===== config.mk =====
export PLATFORM = sky130hd
export DESIGN_NAME = iso_cmd_sequencer_flat
export DESIGN_NICKNAME = d
export VERILOG_FILES = /design/src/rtl/iso_cmd_sequencer_if.sv /design/src/rtl/iso_cmd_sequencer.sv /design/src/flat_wrapper.sv
export SDC_FILE = /design/constraint.sdc
export NUM_CORES = 1
export LEC_CHECK = 0
export CORE_ASPECT_RATIO = 2
export CORE_MARGIN = 4
export CORE_UTILIZATION = 50
export DETAILED_ROUTE_END_ITERATION = 8
export PLACE_DENSITY = 0.72
export SYNTH_ARGS = -nofsm -noshare
export SYNTH_HDL_FRONTEND = slang
export SYNTH_SLANG_ARGS = --single-unit

===== constraint.sdc =====
create_clock -name clk -period 9.8 [get_ports clk]
set_clock_uncertainty 0.15 [all_clocks]
set_input_delay 0.98 -clock clk [delete_from_list [all_inputs] [get_ports clk]]
set_output_delay 0.98 -clock clk [all_outputs]
set_load 0.01 [all_outputs]

===== src/rtl/iso_cmd_sequencer_if.sv =====
// Command port between the sequencer and the cryptoprocessor datapath.
//   cmd_valid : command on cmd_out is valid (sequencer -> datapath)
//   cmd_out   : command word {INS[2:0], rd1, rd2, wr}
//   dp_ready  : datapath accepts cmd_out this cycle (datapath -> sequencer)
// A command is transferred on a cycle where cmd_valid and dp_ready are both high.
interface iso_cmd_sequencer_if #(
  parameter int AW = 7
);
  localparam int CMD_W = 3 + 3*AW;

  logic             cmd_valid;
  logic [CMD_W-1:0] cmd_out;
  logic             dp_ready;

  modport master (output cmd_valid, output cmd_out, input dp_ready);
  modport slave  (input cmd_valid, input cmd_out, output dp_ready);
endinterface


===== src/rtl/iso_cmd_sequencer.sv =====
// Command sequencer: replays a stored command range [pc_start, pc_end] from an
// on-chip program memory loop_cnt times into the datapath command port. A
// latency scoreboard stalls issue on read-after-write, write-after-write and
// write-back-slot collisions.
//
// Ports:
//   clk, rst          : clock, synchronous active-low reset
//   prog_we/addr/data : program memory write port (ignored while busy)
//   start             : start pulse, with pc_start, pc_end, loop_cnt
//   busy              : high from accepted start until done
//   done, err         : one-cycle completion / error pulses
//   cmd               : command handshake (master side of iso_cmd_sequencer_if)
//
// Optional build macro SEQ_PERF_EN adds issue_cnt[31:0] (accepted commands) and
// stall_cnt[31:0] (RUN cycles with a legal command waiting). Both clear on reset
// and on an accepted start, saturate, and hold after done.
module iso_cmd_sequencer #(
  parameter int AW       = 7,
  parameter int PA_W     = 6,
  parameter int LOOP_W   = 16,
  parameter int MUL_LAT  = 4,
  parameter int ALU_LAT  = 1,
  localparam int CMD_W   = 3 + 3*AW
) (
  input  logic              clk,
  input  logic              rst,
  input  logic              prog_we,
  input  logic [PA_W-1:0]   prog_addr,
  input  logic [CMD_W-1:0]  prog_data,
  input  logic              start,
  input  logic [PA_W-1:0]   pc_start,
  input  logic [PA_W-1:0]   pc_end,
  input  logic [LOOP_W-1:0] loop_cnt,
  output logic              busy,
  output logic              done,
  output logic              err,
`ifdef SEQ_PERF_EN
  output logic [31:0]       issue_cnt,
  output logic [31:0]       stall_cnt,
`endif
  iso_cmd_sequencer_if.master cmd
);

  typedef enum logic [1:0] {S_IDLE, S_RUN, S_DRAIN, S_DONE} state_t;

  typedef struct packed {
    logic          v;
    logic [AW-1:0] addr;
  } sb_entry_t;

  localparam logic [2:0] INS_NOP  = 3'd0;
  localparam logic [2:0] INS_COPY = 3'd2;
  localparam logic [2:0] INS_ADD  = 3'd3;
  localparam logic [2:0] INS_SUB  = 3'd4;
  localparam logic [2:0] INS_MUL  = 3'd5;

  state_t                  state_q, state_d;
  logic [PA_W-1:0]         pc_q, pc_d, pcs_q, pcs_d, pce_q, pce_d;
  logic [LOOP_W-1:0]       loops_q, loops_d;
  sb_entry_t [MUL_LAT-1:0] sb_q, sb_shift, sb_d;
  logic                    held_q, err_d;

  logic [CMD_W-1:0] cur_cmd;
  logic [2:0]       ins;
  logic [AW-1:0]    rd1, rd2, wr;
  logic             is_nop, is_op, is_mul, hazard, sb_empty, start_ok, accept;

  // Program store.
  logic [CMD_W-1:0] mem [2**PA_W];

  // NOTE: the program array has no reset; it is a RAM and must keep its
  // contents across a sequencer reset, so only the write strobe is gated.
  always_ff @(posedge clk) begin
    if (rst && prog_we && !busy) mem[prog_addr] <= prog_data;
  end

  assign cur_cmd = mem[pc_q];
  assign ins     = cur_cmd[CMD_W-1 -: 3];
  assign rd1     = cur_cmd[3*AW-1 -: AW];
  assign rd2     = cur_cmd[2*AW-1 -: AW];
  assign wr      = cur_cmd[AW-1:0];
  assign is_nop  = (ins == INS_NOP);
  assign is_mul  = (ins == INS_MUL);
  assign is_op   = ins inside {INS_COPY, INS_ADD, INS_SUB, INS_MUL};

  assign start_ok = (state_q == S_IDLE) && start && (pc_start <= pc_end);
  assign busy     = (state_q == S_RUN) || (state_q == S_DRAIN);
  assign done     = (state_q == S_DONE);

  // Hazards are judged against the scoreboard as it will be after this
  // cycle's shift, so an entry retiring in slot 0 never blocks.
  // NOTE: every variable written here gets a default first, so no path can
  // leave one unassigned and infer a latch.
  always_comb begin : sb_view
    sb_shift = '0;
    hazard   = 1'b0;
    sb_empty = 1'b1;
    for (int i = 0; i < MUL_LAT-1; i++) sb_shift[i] = sb_q[i+1];
    for (int i = 0; i < MUL_LAT; i++) begin
      if (sb_q[i].v) sb_empty = 1'b0;
      if (sb_shift[i].v && ((sb_shift[i].addr == rd1) || (sb_shift[i].addr == wr) ||
                            ((ins != INS_COPY) && (sb_shift[i].addr == rd2))))
        hazard = 1'b1;
    end
    // Write-port collision at the slot this command would occupy.
    if (is_mul ? sb_shift[MUL_LAT-1].v : sb_shift[ALU_LAT-1].v) hazard = 1'b1;
  end

  // Once presented, a command stays valid until accepted. RAW/WAW hazards can
  // only clear over time; a slot collision that slides in under back-pressure
  // is judged at first presentation only, keeping the handshake stable.
  assign cmd.cmd_valid = (state_q == S_RUN) && is_op && (held_q || !hazard);
  assign cmd.cmd_out   = cmd.cmd_valid ? cur_cmd : '0;
  assign accept        = cmd.cmd_valid && cmd.dp_ready;

  always_comb begin : sb_next
    sb_d = sb_shift;
    if (accept) begin
      if (is_mul) sb_d[MUL_LAT-1] = '{v: 1'b1, addr: wr};
      else        sb_d[ALU_LAT-1] = '{v: 1'b1, addr: wr};
    end
  end

  always_comb begin : fsm_next
    logic advance;
    advance = 1'b0;
    state_d = state_q;
    pc_d    = pc_q;
    pcs_d   = pcs_q;
    pce_d   = pce_q;
    loops_d = loops_q;
    err_d   = 1'b0;
    case (state_q)
      S_IDLE: begin
        if (start_ok) begin
          pc_d    = pc_start;
          pcs_d   = pc_start;
          pce_d   = pc_end;
          loops_d = (loop_cnt == '0) ? LOOP_W'(1) : loop_cnt;
          state_d = S_RUN;
        end else if (start) begin
          err_d = 1'b1;
        end
      end
      S_RUN: begin
        if (is_nop) begin
          advance = 1'b1;
        end else if (!is_op) begin
          err_d   = 1'b1;
          state_d = S_DRAIN;
        end else if (accept) begin
          advance = 1'b1;
        end
        if (advance) begin
          if (pc_q == pce_q) begin
            if (loops_q > LOOP_W'(1)) begin
              pc_d    = pcs_q;
              loops_d = loops_q - LOOP_W'(1);
            end else begin
              state_d = S_DRAIN;
            end
          end else begin
            pc_d = pc_q + PA_W'(1);
          end
        end
      end
      S_DRAIN: if (sb_empty) state_d = S_DONE;
      S_DONE:  state_d = S_IDLE;
      default: state_d = S_IDLE;
    endcase
  end

  // NOTE: state registers use non-blocking assignments so every flop samples
  // the values from before the edge, independent of statement order.
  always_ff @(posedge clk) begin
    if (!rst) begin
      state_q <= S_IDLE;
      pc_q    <= '0;
      pcs_q   <= '0;
      pce_q   <= '0;
      loops_q <= '0;
      sb_q    <= '0;
      held_q  <= 1'b0;
      err     <= 1'b0;
    end else begin
      state_q <= state_d;
      pc_q    <= pc_d;
      pcs_q   <= pcs_d;
      pce_q   <= pce_d;
      loops_q <= loops_d;
      sb_q    <= sb_d;
      held_q  <= cmd.cmd_valid && !cmd.dp_ready;
      err     <= err_d;
    end
  end

`ifdef SEQ_PERF_EN
  always_ff @(posedge clk) begin
    if (!rst || start_ok) begin
      issue_cnt <= '0;
      stall_cnt <= '0;
    end else begin
      if (accept && (issue_cnt != '1)) issue_cnt <= issue_cnt + 32'd1;
      if ((state_q == S_RUN) && is_op && !accept && (stall_cnt != '1))
        stall_cnt <= stall_cnt + 32'd1;
    end
  end
`endif

endmodule


===== src/flat_wrapper.sv =====
// flat-port wrapper written by rule: the top's interface ports become plain ports
module iso_cmd_sequencer_flat 
#(
  parameter int AW       = 7,
  parameter int PA_W     = 6,
  parameter int LOOP_W   = 16,
  parameter int MUL_LAT  = 4,
  parameter int ALU_LAT  = 1,
  localparam int CMD_W   = 3 + 3*AW
)
  (clk, rst, prog_we, prog_addr, prog_data, start, pc_start, pc_end, loop_cnt, busy, done, err, cmd_cmd_valid, cmd_cmd_out, cmd_dp_ready);
  iso_cmd_sequencer_if #(.AW(AW)) cmd_i ();
  input  logic clk;
  input  logic rst;
  input  logic prog_we;
  input  logic [PA_W-1:0] prog_addr;
  input  logic [CMD_W-1:0] prog_data;
  input  logic start;
  input  logic [PA_W-1:0] pc_start;
  input  logic [PA_W-1:0] pc_end;
  input  logic [LOOP_W-1:0] loop_cnt;
  output logic busy;
  output logic done;
  output logic err;
  output wire logic [$bits(cmd_i.cmd_valid)-1:0] cmd_cmd_valid;
  output wire logic [$bits(cmd_i.cmd_out)-1:0] cmd_cmd_out;
  input wire logic [$bits(cmd_i.dp_ready)-1:0] cmd_dp_ready;
  assign cmd_cmd_valid = cmd_i.cmd_valid;
  assign cmd_cmd_out = cmd_i.cmd_out;
  assign cmd_i.dp_ready = cmd_dp_ready;
  iso_cmd_sequencer #(.AW(AW), .PA_W(PA_W), .LOOP_W(LOOP_W), .MUL_LAT(MUL_LAT), .ALU_LAT(ALU_LAT)) u_core (.clk(clk), .rst(rst), .prog_we(prog_we), .prog_addr(prog_addr), .prog_data(prog_data), .start(start), .pc_start(pc_start), .pc_end(pc_end), .loop_cnt(loop_cnt), .busy(busy), .done(done), .err(err), .cmd(cmd_i));
endmodule

==> summary.txt <==
Detailed routing
  – Drt first pass iters: 6
  – Post-DR vias/cell: between 6 and 7
  – WL final: roughly 190,000 µm
  – Initial DRC Count: approximately 4,600
  – Routed Antenna Nets: 0
  – Remaining routing DRC violations: 0
  – Routed wire per std cell: about 35 µm
  – Total number of vias: 35,400

Place
  – Port buffer count: 90
  – DP Wirelength: 117,000 µm
  – Pre-CTS setup slack: about 2.8 ns
  – Gpl congestion: around 0.95

STA
  – Fin Hold WS: ~0.32 ns
  – Max-Slew Margin vs Limit: 0.121
  – Final Hold Viols: 0
  – Final setup fails: 0
  – RSZ-0062 raised after global routing: no
  – FMAX: 126 MHz
  – Least-Margin Pin Slew: 1.32 ns
  – Crit path time final: ~7.9 ns
  – Setup TNS: 0 ns
  – Worst Slack Setup Final: around 1.9 ns
  – Final slew viol count: 0
  – Crit share post-route: 0.810

Synthesis
  – Synth area leaders: edfxtp_1 71%, mux4_2 9.0%, mux2i_1 4.9%, dfxtp_1 2.1%, a22oi_1 1.3%
  – Post-synth ARST share: 0
  – Cell Area, Synth: between 60,000 and 70,000 µm²
  – Dominant synthesized flop cell: edfxtp_1
  – Cells after Synth: 3,453
  – Seq/Total Area, Yosys: 0.736
  – Area share of the largest cell type after synthesis: 0.714
  – Syn. warnings: 0
  – Number of flops mapped to enable cells by yosys: 1,536
  – Syn avg cell area: roughly 19 µm²
  – Cell taking the most area after synthesis: edfxtp_1
  – Post-synthesis cell type count: a little under 90
  – Synth Net Count: about 3,500
  – Flops & latches, synth: 1,605

Clock network
  – # resized after CTS: 0
  – CTS Buf Count: 130
  – Root buffer cell: clkbuf_16
  – Clk sink count: 1,605
  – H-tree depth: 4
  – CTS Hold Buffers Added: 0
  – Clk pin slew, worst setup/hold paths: approximately 0.08 ns
  – Clk_lat worst skew: 0.75 ns
  – Post-CTS Setup Inserts: 0
  – Max clock buf depth: 3
  – CTS tree: built

Min path
  – Hold crit path type: reg -> reg

Layout
  – Layout cell share with drive strength beyond 1: 0.199
  – # fillers: about 9,500
  – Final Core Density: 0.560
  – Commonest non-fill, non-tap cell in the layout: edfxtp_1
  – Most frequent cells in the layout: 1,536 x edfxtp_1, 313 x mux2i_1, 259 x mux4_2, 134 x clkbuf_16, 117 x nand2_1
  – Post-layout net count: roughly 3,700
  – Area Overhead vs Synth: 11.3%

Run status
  – Status: complete, no violations

Floorplanning
  – Chip height: 516 µm
  – I/O pin cnt: just over 90
  – DIE WIDTH: roughly 260 µm
  – Core area: 128,000 µm²
  – Die ar.: 135,000 µm²
  – Row count: between 150 and 200
  – Starting Density: 0.503

Setup path
  – Worst EP required: 8.67 ns
  – CP endpoint kind: output port
  – Crit path kind: reg -> out
  – Critical Path Fanout Max: 38
  – Crit path arrival time: between 6 and 7 ns
  – Crit start category: flop

Global routing
  – Initial antenna violation count: 17
  – Vias in the first global route: 35,900
  – Gr ovfl total: 0
  – Wire length of the first global-routing pass: approximately 270,000 µm
  – Largest net degree at the start of global routing: 99
  – GRT Total Usage: 0.280

Pwr
  – Leakage Power: between 20 and 25 nW
  – Power per cell area: roughly 240 nW/µm²
  – Overall power: ~17 mW
  – Worst vdd ir: between 0.15 and 0.2 mV

Job
  – Max Cap Violations: 0
-- path summary, 6_finish.rpt --
kind,depth (start not counted),startpoint,slack (ns),endpoint
setup / recovery,14,flop,1.86,cmd_cmd_out[20]
hold / removal,2,u_core.loops_q[1]$_SDFFE_PN0P_,0.32,u_core.loops_q[1]$_SDFFE_PN0P_
setup reg to reg,14,flop,3.36,u_core.loops_q[4]$_SDFFE_PN0P_
hold reg to reg,2,u_core.loops_q[1]$_SDFFE_PN0P_,0.32,u_core.loops_q[1]$_SDFFE_PN0P_
-- critical path, cell delays in order (launching register included) --
cell	delay, ns
dfxtp_4	0.79
buf_4	0.68
mux4_2	0.33
and2_1	0.12
a211oi_1	0.07
a2111oi_0	1.07
a21oi_2	0.37
xnor2_1	0.22
or4_1	0.55
a31oi_2	0.34
o31a_1	0.40
buf_4	0.28
inv_1	0.10
and2_1	0.16
clkdlybuf4s50_1	0.47
-- cells by family (layout without fill, tap and decap cells) --
group                    Yosys count  in the layout  synth area share
AO/OA/AOI/OAI                    383            383            0.0430
AND/OR/NAND/NOR                  517            517            0.0393
adder cells (fa/ha/maj)           13             13           0.00252
flip-flops                      1605           1605             0.736
XOR/XNOR                          86             86            0.0117
multiplexers                     603            603             0.144
other                              0             28                 0
buffers and inverters            246            479            0.0234
-- power breakdown --
part	switching, mW	internal, mW
logic	2.64	1.56
clock network	2.38	2.94
registers	0.130	7.56
total	5.15	12.1
-- metrics by stage --
stage / std cells / cell area, µm²
final: 5406 / 71900
after global routing: 5398 / 71900
after CTS: 5378 / 71800
after detailed placement: 5153 / 67600
after global placement: 5152 / 67600
after floorplan: 3453 / 64600
-- cells in the mapped netlist, drive strengths merged (17+ instances only) --
cell type	instances
mux4	259
nand3	66
o21ai	39
nor2	175
and2	32
o221ai	17
nor4	24
clkbuf	67
inv	43
a22oi	112
a211oi	23
edfxtp	1536
xor2	38
o22ai	32
nand2	118
nand4	18
a21oi	52
mux2i	313
mux2	31
dfxtp	69
buf	134
a31oi	19
xnor2	48
-- cell type report --
cell class	instances	area, µm²	area share
inverter	45	170	0.00237
timing repair buffer	209	1750	0.0244
sequential	1605	47500	0.661
antenna	28	70.1	0.000975
clock buffer	156	3450	0.0479
tap	1692	2120	0.0295
clock inverter	69	778	0.0108
multi-input combinational	1602	16000	0.223
-- sequential cells by signal, summed over array words and instances (netlist names), named ones only --
signal	cells
u_core.loops_q	16
u_core.sb_q	9
u_core.held_q	1
u_core.mem	1536
u_core.state_q	1
u_core.pcs_q	6
u_core.pce_q	6
u_core.err	1
u_core.pc_q	6
u_core.sb_d	16
-- layer usage --
layer | routed length [µm] | GRT usage | part of all wire
met1 | 60200 | 0.315 | 0.32
met2 | 97000 | 0.481 | 0.51
met3 | 16300 | 0.0495 | 0.086
met4 | 16200 | 0.195 | 0.085
met5 | 27 | 0 | 0.00014
No activity file was read; power rests on OpenSTA's default activity.
